===== config.mk =====
export PLATFORM = sky130hd
export DESIGN_NAME = redmule_offload_queue_flat
export DESIGN_NICKNAME = d
export VERILOG_FILES = /design/src/rtl/redmule_pkg.sv /design/src/rtl/redmule_offload_queue_if.sv /design/src/rtl/redmule_offload_classify.sv /design/src/rtl/redmule_offload_queue.sv /design/src/flat_wrapper.sv
export SDC_FILE = /design/constraint.sdc
export NUM_CORES = 2
export LEC_CHECK = 0
export BUFFER_PORTS_ARGS = -buffer_cell sky130_fd_sc_hd__buf_4
export CAP_MARGIN = 20
export CORE_ASPECT_RATIO = 0.7
export CORE_MARGIN = 2
export CORE_UTILIZATION = 51
export CTS_BUF_LIST = sky130_fd_sc_hd__clkbuf_4 sky130_fd_sc_hd__clkbuf_8 sky130_fd_sc_hd__clkbuf_16
export DETAILED_ROUTE_END_ITERATION = 8
export GPL_TIMING_DRIVEN = 0
export PLACE_DENSITY_LB_ADDON = 0.2
export SETUP_SLACK_MARGIN = 0.1
export SYNTH_ARGS = -nofsm -noshare
export SYNTH_HDL_FRONTEND = slang
export SYNTH_SLANG_ARGS = --single-unit

===== constraint.sdc =====
create_clock -name clk_i -period 4.75 [get_ports clk_i]
set_input_delay 0.7125 -clock clk_i [delete_from_list [all_inputs] [get_ports clk_i]]
set_output_delay 0.7125 -clock clk_i [all_outputs]
set_load 0.01 [all_outputs]

===== src/rtl/redmule_pkg.sv =====
// Shared RedMulE offload definitions: opcode constants, offload classes,
// and the default-geometry offload entry.
package redmule_pkg;

  localparam logic [6:0] MCNFIG      = 7'b0001011;
  localparam logic [6:0] MARITH      = 7'b0101011;
  localparam logic [6:0] ISOLDE      = 7'b1011011;
  localparam logic [6:0] ISOLDE_GEMM = 7'b0000001;

  localparam int unsigned OFFL_INSTR_W = 32;
  localparam int unsigned OFFL_DATA_W  = 32;
  localparam int unsigned OFFL_NUM_RS  = 3;
  localparam int unsigned OFFL_NUM_IMM = 4;
  localparam int unsigned OFFL_ID_W    = 4;

  typedef enum logic [1:0] {
    OFFL_NONE,
    OFFL_CFG,
    OFFL_ARITH,
    OFFL_GEMM
  } offl_class_e;

  typedef struct packed {
    logic [OFFL_INSTR_W-1:0]                   instr;
    logic [OFFL_NUM_RS-1:0][OFFL_DATA_W-1:0]   rs;
    logic [OFFL_NUM_IMM-1:0][OFFL_DATA_W-1:0]  imm;
    logic [OFFL_ID_W-1:0]                      id;
  } offl_entry_t;

  // ARITH and GEMM entries terminate a job; CFG entries only write config.
  function automatic logic offl_is_job(offl_class_e c);
    return (c == OFFL_ARITH) || (c == OFFL_GEMM);
  endfunction

endpackage


===== src/rtl/redmule_offload_queue_if.sv =====
// Issue-side and replay-side handshake bundle of the offload queue.
interface redmule_offload_queue_if #(
  parameter int unsigned InstrWidth = 32,
  parameter int unsigned DataWidth  = 32,
  parameter int unsigned NumRs      = 3,
  parameter int unsigned NumImm     = 4,
  parameter int unsigned IdWidth    = 4
);
  logic                        in_valid_i;
  logic                        in_ready_o;
  logic                        in_accept_o;
  logic [InstrWidth-1:0]       in_instr_i;
  logic [NumRs*DataWidth-1:0]  in_rs_i;
  logic                        in_rs_valid_i;
  logic [NumImm*DataWidth-1:0] in_imm_i;
  logic                        in_imm_valid_i;
  logic [IdWidth-1:0]          in_id_i;

  logic                        out_valid_o;
  logic                        out_ready_i;
  logic [InstrWidth-1:0]       out_instr_o;
  logic [NumRs*DataWidth-1:0]  out_rs_o;
  logic [NumImm*DataWidth-1:0] out_imm_o;
  logic [IdWidth-1:0]          out_id_o;

  // Queue side.
  modport slave (
    input  in_valid_i, in_instr_i, in_rs_i, in_rs_valid_i, in_imm_i, in_imm_valid_i, in_id_i,
    output in_ready_o, in_accept_o,
    output out_valid_o, out_instr_o, out_rs_o, out_imm_o, out_id_o,
    input  out_ready_i
  );

  // Core / decoder side.
  modport master (
    output in_valid_i, in_instr_i, in_rs_i, in_rs_valid_i, in_imm_i, in_imm_valid_i, in_id_i,
    input  in_ready_o, in_accept_o,
    input  out_valid_o, out_instr_o, out_rs_o, out_imm_o, out_id_o,
    output out_ready_i
  );
endinterface


===== src/rtl/redmule_offload_classify.sv =====
// Combinational classifier of an issue request into an offload class.
// wait_o flags a RedMulE opcode whose operands are not yet valid.
module redmule_offload_classify
  import redmule_pkg::*;
(
  input  logic [6:0]  opcode_i,
  input  logic [6:0]  funct7_i,
  input  logic        rs_valid_i,
  input  logic        imm_valid_i,
  output offl_class_e class_o,
  output logic        wait_o
);

  // Decode opcode/funct7 and operand validity into class and wait flag.
  always_comb begin
    class_o = OFFL_NONE;
    wait_o  = 1'b0;
    if (opcode_i == MCNFIG) begin
      if (rs_valid_i) class_o = OFFL_CFG;
      else            wait_o  = 1'b1;
    end else if (opcode_i == MARITH) begin
      if (rs_valid_i) class_o = OFFL_ARITH;
      else            wait_o  = 1'b1;
    end else if ((opcode_i == ISOLDE) && (funct7_i == ISOLDE_GEMM)) begin
      if (rs_valid_i && imm_valid_i) class_o = OFFL_GEMM;
      else                           wait_o  = 1'b1;
    end
  end

endmodule


===== src/rtl/redmule_offload_queue.sv =====
// Offload queue: accepts classified XIF issue requests into a FIFO and
// replays them one at a time to the decoder over valid/ready.
module redmule_offload_queue
  import redmule_pkg::*;
#(
  parameter int unsigned Depth      = 4,
  parameter int unsigned InstrWidth = OFFL_INSTR_W,
  parameter int unsigned DataWidth  = OFFL_DATA_W,
  parameter int unsigned NumRs      = OFFL_NUM_RS,
  parameter int unsigned NumImm     = OFFL_NUM_IMM,
  parameter int unsigned IdWidth    = OFFL_ID_W
) (
  input  logic                         clk_i,
  input  logic                         rst_ni,
  input  logic                         clear_i,
  redmule_offload_queue_if.slave       bus,
  output logic [$clog2(Depth+1)-1:0]   count_o,
  output logic [$clog2(Depth+1)-1:0]   jobs_pending_o
);

  localparam int unsigned PtrW = $clog2(Depth);
  localparam int unsigned CntW = $clog2(Depth+1);

  typedef struct packed {
    logic                        job;
    logic [IdWidth-1:0]          id;
    logic [NumImm*DataWidth-1:0] imm;
    logic [NumRs*DataWidth-1:0]  rs;
    logic [InstrWidth-1:0]       instr;
  } entry_t;

  entry_t          mem_q [Depth];
  entry_t          head;
  logic [PtrW-1:0] wptr_q, wptr_d, rptr_q, rptr_d;
  logic [CntW-1:0] count_q, count_d, jobs_q, jobs_d;
  offl_class_e     cls;
  logic            op_wait, full, ready, accept, push, pop;

  redmule_offload_classify i_classify (
    .opcode_i    (bus.in_instr_i[6:0]),
    .funct7_i    (bus.in_instr_i[31:25]),
    .rs_valid_i  (bus.in_rs_valid_i),
    .imm_valid_i (bus.in_imm_valid_i),
    .class_o     (cls),
    .wait_o      (op_wait)
  );

  // Issue response: non-RedMulE requests are always consumed, RedMulE ones
  // only when there is room; a flush cycle consumes nothing.
  always_comb begin
    full   = (count_q == CntW'(Depth));
    ready  = 1'b0;
    accept = 1'b0;
    if (bus.in_valid_i && !clear_i && !op_wait) begin
      if (cls == OFFL_NONE) begin
        ready = 1'b1;
      end else begin
        ready  = !full;
        accept = !full;
      end
    end
    push = accept;
    pop  = (count_q != '0) && bus.out_ready_i;
  end

  // Pointer, occupancy and pending-job bookkeeping.
  always_comb begin
    wptr_d  = wptr_q;
    rptr_d  = rptr_q;
    count_d = count_q;
    jobs_d  = jobs_q;
    if (clear_i) begin
      wptr_d  = '0;
      rptr_d  = '0;
      count_d = '0;
      jobs_d  = '0;
    end else begin
      if (push) wptr_d = wptr_q + 1'b1;
      if (pop)  rptr_d = rptr_q + 1'b1;
      count_d = count_q + CntW'(push) - CntW'(pop);
      jobs_d  = jobs_q + CntW'(push && offl_is_job(cls))
                       - CntW'(pop && mem_q[rptr_q].job);
    end
  end

  // State registers and entry storage.
  always_ff @(posedge clk_i or negedge rst_ni) begin
    if (!rst_ni) begin
      wptr_q  <= '0;
      rptr_q  <= '0;
      count_q <= '0;
      jobs_q  <= '0;
      for (int unsigned i = 0; i < Depth; i++) mem_q[i] <= '0;
    end else begin
      wptr_q  <= wptr_d;
      rptr_q  <= rptr_d;
      count_q <= count_d;
      jobs_q  <= jobs_d;
      if (push) begin
        mem_q[wptr_q] <= '{job:   offl_is_job(cls),
                           id:    bus.in_id_i,
                           imm:   bus.in_imm_i,
                           rs:    bus.in_rs_i,
                           instr: bus.in_instr_i};
      end
    end
  end

  assign head            = mem_q[rptr_q];
  assign bus.in_ready_o  = ready;
  assign bus.in_accept_o = accept;
  assign bus.out_valid_o = (count_q != '0);
  assign bus.out_instr_o = head.instr;
  assign bus.out_rs_o    = head.rs;
  assign bus.out_imm_o   = head.imm;
  assign bus.out_id_o    = head.id;
  assign count_o         = count_q;
  assign jobs_pending_o  = jobs_q;

endmodule

===== src/flat_wrapper.sv =====
// flat-port wrapper written by rule: the top's interface ports become plain ports
module redmule_offload_queue_flat import redmule_pkg::*;
#(
  parameter int unsigned Depth      = 4,
  parameter int unsigned InstrWidth = OFFL_INSTR_W,
  parameter int unsigned DataWidth  = OFFL_DATA_W,
  parameter int unsigned NumRs      = OFFL_NUM_RS,
  parameter int unsigned NumImm     = OFFL_NUM_IMM,
  parameter int unsigned IdWidth    = OFFL_ID_W
)
  (clk_i, rst_ni, clear_i, count_o, jobs_pending_o, bus_in_valid_i, bus_in_instr_i, bus_in_rs_i, bus_in_rs_valid_i, bus_in_imm_i, bus_in_imm_valid_i, bus_in_id_i, bus_in_ready_o, bus_in_accept_o, bus_out_valid_o, bus_out_instr_o, bus_out_rs_o, bus_out_imm_o, bus_out_id_o, bus_out_ready_i);
  redmule_offload_queue_if #(.InstrWidth(InstrWidth), .DataWidth(DataWidth), .NumRs(NumRs), .NumImm(NumImm), .IdWidth(IdWidth)) bus_i ();
  input  logic clk_i;
  input  logic rst_ni;
  input  logic clear_i;
  output logic [$clog2(Depth+1)-1:0] count_o;
  output logic [$clog2(Depth+1)-1:0] jobs_pending_o;
  input wire logic [$bits(bus_i.in_valid_i)-1:0] bus_in_valid_i;
  input wire logic [$bits(bus_i.in_instr_i)-1:0] bus_in_instr_i;
  input wire logic [$bits(bus_i.in_rs_i)-1:0] bus_in_rs_i;
  input wire logic [$bits(bus_i.in_rs_valid_i)-1:0] bus_in_rs_valid_i;
  input wire logic [$bits(bus_i.in_imm_i)-1:0] bus_in_imm_i;
  input wire logic [$bits(bus_i.in_imm_valid_i)-1:0] bus_in_imm_valid_i;
  input wire logic [$bits(bus_i.in_id_i)-1:0] bus_in_id_i;
  output wire logic [$bits(bus_i.in_ready_o)-1:0] bus_in_ready_o;
  output wire logic [$bits(bus_i.in_accept_o)-1:0] bus_in_accept_o;
  output wire logic [$bits(bus_i.out_valid_o)-1:0] bus_out_valid_o;
  output wire logic [$bits(bus_i.out_instr_o)-1:0] bus_out_instr_o;
  output wire logic [$bits(bus_i.out_rs_o)-1:0] bus_out_rs_o;
  output wire logic [$bits(bus_i.out_imm_o)-1:0] bus_out_imm_o;
  output wire logic [$bits(bus_i.out_id_o)-1:0] bus_out_id_o;
  input wire logic [$bits(bus_i.out_ready_i)-1:0] bus_out_ready_i;
  assign bus_i.in_valid_i = bus_in_valid_i;
  assign bus_i.in_instr_i = bus_in_instr_i;
  assign bus_i.in_rs_i = bus_in_rs_i;
  assign bus_i.in_rs_valid_i = bus_in_rs_valid_i;
  assign bus_i.in_imm_i = bus_in_imm_i;
  assign bus_i.in_imm_valid_i = bus_in_imm_valid_i;
  assign bus_i.in_id_i = bus_in_id_i;
  assign bus_in_ready_o = bus_i.in_ready_o;
  assign bus_in_accept_o = bus_i.in_accept_o;
  assign bus_out_valid_o = bus_i.out_valid_o;
  assign bus_out_instr_o = bus_i.out_instr_o;
  assign bus_out_rs_o = bus_i.out_rs_o;
  assign bus_out_imm_o = bus_i.out_imm_o;
  assign bus_out_id_o = bus_i.out_id_o;
  assign bus_i.out_ready_i = bus_out_ready_i;
  redmule_offload_queue #(.Depth(Depth), .InstrWidth(InstrWidth), .DataWidth(DataWidth), .NumRs(NumRs), .NumImm(NumImm), .IdWidth(IdWidth)) u_core (.clk_i(clk_i), .rst_ni(rst_ni), .clear_i(clear_i), .bus(bus_i), .count_o(count_o), .jobs_pending_o(jobs_pending_o));
endmodule

==> metrics.md <==
| Metric | Value |
|---|---|
| Post-synthesis sequential area ratio | 0.567 |
| Worst R2R Start | u_core.rptr_q[0]$_DFFE_PN0P_ |
| Num CTS Buffers | 103 |
| CP endpoint kind | primary output |
| Grt total ovfl | 0 |
| Largest cells by area after synthesis | dfrtp_1 57%, mux2_2 20%, mux4_2 13% |
| Tot GR Track Use | 0.257 |
| Initial antenna violation count | 25 |
| Worst rel slew slack | 0.265 |
| Max Buffers Root-to-Sink | 3 |
| # setup viols final | 0 |
| Syn_nets | 2909 |
| Antenna-violating nets left | 0 |
| Netlist Area Pre-Place | 46500 sq um |
| Startpoint Class | flip-flop |
| Crit Path Class | flip-flop to primary output |
| P_leak | 27.7 nW |
| Most numerous cell in the Yosys netlist | dfrtp_1 |
| Die height | 257 microns |
| CTS Sinks | 1054 |
| Reg2Reg Setup Slack | 1.14 ns |
| Post-route setup TNS | 0 ns |
| Vias in the first global route | 29325 |
| Synth cell types | 42 |
| Peak Freq | 235 MHz |
| R2R depth | 12 |
| Worst hold path class | primary input to flip-flop |
| Slew Viols, Final | 0 |
| Area post-placement | 52400 sq um |
| Hold endpoint | u_core.mem_q[379]$_DFFE_PN0P_ |
| Final worst-path cycle share | 0.896 |
| Area delta synth->final | 20.3% |
| Worst Clk Skew | 0.0193 ns |
| Hold path startpoint | bus_in_rs_i[86] |
| Power Total | 20.8 mW |
| Top cells by count, synth | 1054 x dfrtp_1, 833 x mux2_2, 261 x mux4_2 |
| Final Critical Period | 4.26 ns |
| RR Endpoint | u_core.jobs_pending_o[2]$_DFF_PN0_ |
| DR WL/cell | 25.8 microns |
| Hold WS | 0.274 ns |
| Vias per cell | 5.66 |
| Clock transition at path regs | 0.07 ns |
| Synthesized flop and latch total | 1054 |
| Setup WS post-layout | 0.494 ns |
| Setup crit start | u_core.rptr_q[1]$_DFFE_PN0P_ |
| Post-synth top area share | 0.567 |
| Fin cells | 4605 |
| Final net count | 3562 |
| Final wirelength | 119000 microns |
| # Max-Cap Violations | 0 |
| Layout cells sized above 1 | 0.642 |
| Synth Instances | 2632 |
| Most used DFF post-synth | dfrtp_1 |
| CP required | 4.04 ns |
| CTS tree | yes |
| Pre-CTS setup slack | 0.723 ns |
| Routability cong. | 0.786 |
| Post-CTS Repair Setup Buffers | 0 |
| Ys Warns | 0 |
| Hold Violations, Final | 0 |
| Dpl cells | 4399 |
| Crit-path max FO | 10 |
| Initial Util | 0.516 |
| Worst EP arrival | 3.54 ns |
| Cell depth of the worst hold path | 2 |
| Cell taking the most area after synthesis | dfrtp_1 |
| CTS root buffer | clkbuf_16 |
| Fill cell total of the finished layout | 6637 |
| Post-synth EDFFs | 0 |
| First-pass GRT wire length | 183000 microns |
| # DRC | 0 |
| Largest net degree at the start of global routing | 137 |
| First-pass DRT Iterations | 6 |
| Worst Tran Pin Value | 1.10 ns |
| Die area | 93700 sq um |
| Design Area, Final | 56000 sq um |
| Row cnt | 92 |
| Io pins | 536 |
| Port Buffers | 534 |
| DP HPWL | 83600 microns |
| RSZ-0062 raised after global routing | false |
| Worst ir drop on vdd | 0.277 mV |
| FFs w/ async S/R, synth | 1.00 |
| Clk_lat worst skew | 0.69 ns |
| Die width | 365 microns |
| Util after Layout | 0.620 |
| Avg Synthesized Cell Area | 17.7 sq um |
| H-tree level count | 3 |
| Routed vias | 26046 |
| Status | finished clean |
| Cell Pwr Density | 371 nW/um^2 |
| Core area | 90200 sq um |
| DR iter-0 viols | 1593 |
power breakdown:
group | internal, mW | switching, mW | total (mW) | leakage [nW]
Sequential | 9.13 | 0.113 | 9.25 | 14.6
Clock | 4.89 | 3.57 | 8.45 | 1.78
Combinational | 1.41 | 1.65 | 3.06 | 11.3
Total | 15.4 | 5.33 | 20.8 | 27.7
flip-flops by register name, indices dropped and copies added (netlist names):
signal,count
u_core.jobs_pending_o,3
u_core.wptr_q,2
u_core.count_o,3
u_core.mem_q,1044
u_core.rptr_q,2
layer usage:
| metal | share of wire | vias up | GRT usage |
|---|---|---|---|
| li1 | - | 11143 | - |
| met1 | 0.43 | 14167 | 0.351 |
| met2 | 0.48 | 517 | 0.406 |
| met3 | 0.056 | 201 | 0.0666 |
| met4 | 0.029 | 18 | 0.0757 |
| met5 | 0.00093 | - | 0 |
cell type report:
cell class                 count  area, sq um  area share
tap                         1222         1530      0.0273
clock buffer                 149         3070      0.0548
timing repair buffer         548         4350      0.0776
antenna                       12         30.0    0.000536
multi-input combinational   1380        18800       0.335
sequential                  1054        26400       0.471
inverter                      19         71.3     0.00127
clock inverter                42          459     0.00820
buffer                       179         1330      0.0238
how the worst max path moves through the flow:
| stage | to | slack [ns] | depth (start not counted) |
|---|---|---|---|
| floorplan | u_core.jobs_pending_o[2]$_DFF_PN0_ | 2.00 | 11 |
| global placement | u_core.mem_q[1007]$_DFFE_PN0P_ | -8.37 | 1 |
| detailed placement | bus_out_rs_o[45] | 0.72 | 5 |
| CTS | bus_out_rs_o[47] | 0.30 | 5 |
| global route | bus_out_rs_o[47] | 0.20 | 5 |
| finish | bus_out_rs_o[45] | 0.49 | 5 |
critical path, cell delays in order (launching register included):
cell and delay, ns:
dfrtp_1 0.32, clkbuf_1 0.61, clkbuf_2 0.56, buf_1 0.75, mux4_2 0.43, buf_4 0.17
timing repair:
item,CTS,global route
hold endpoints to repair,39,0
hold buffers,1,0
resized for setup,1,0
setup endpoints to repair,22,0
cell usage in the layout (no fill, tap or decap), drive strengths merged, types with 2 or more instances in the layout:
cell type     n
nand2         4
diode        12
xor2          3
or2           9
o21ai         8
ha            8
nor2b         7
and2          7
fa            2
clkbuf      172
buf         703
a21oi         4
mux4        261
nor2          9
o311ai        2
clkinvlp      3
bufinv        7
o211ai        2
clkinv       27
a41oi         2
o211a         4
nand3         5
nand4         4
inv          24
dfrtp      1054
xnor2         3
o2bb2ai       3
nand2b        6
mux2       1016
cells by family after synthesis:
logic type,count (synthesis),share of synthesized area
AO/OA/AOI/OAI,28,0.00433
XOR/XNOR,6,0.00113
adder cells (fa/ha/maj),10,0.00301
buffers and inverters,198,0.0301
flip-flops,1054,0.567
multiplexers,1277,0.387
AND/OR/NAND/NOR,59,0.00796
No activity file was read; power rests on OpenSTA's default activity.
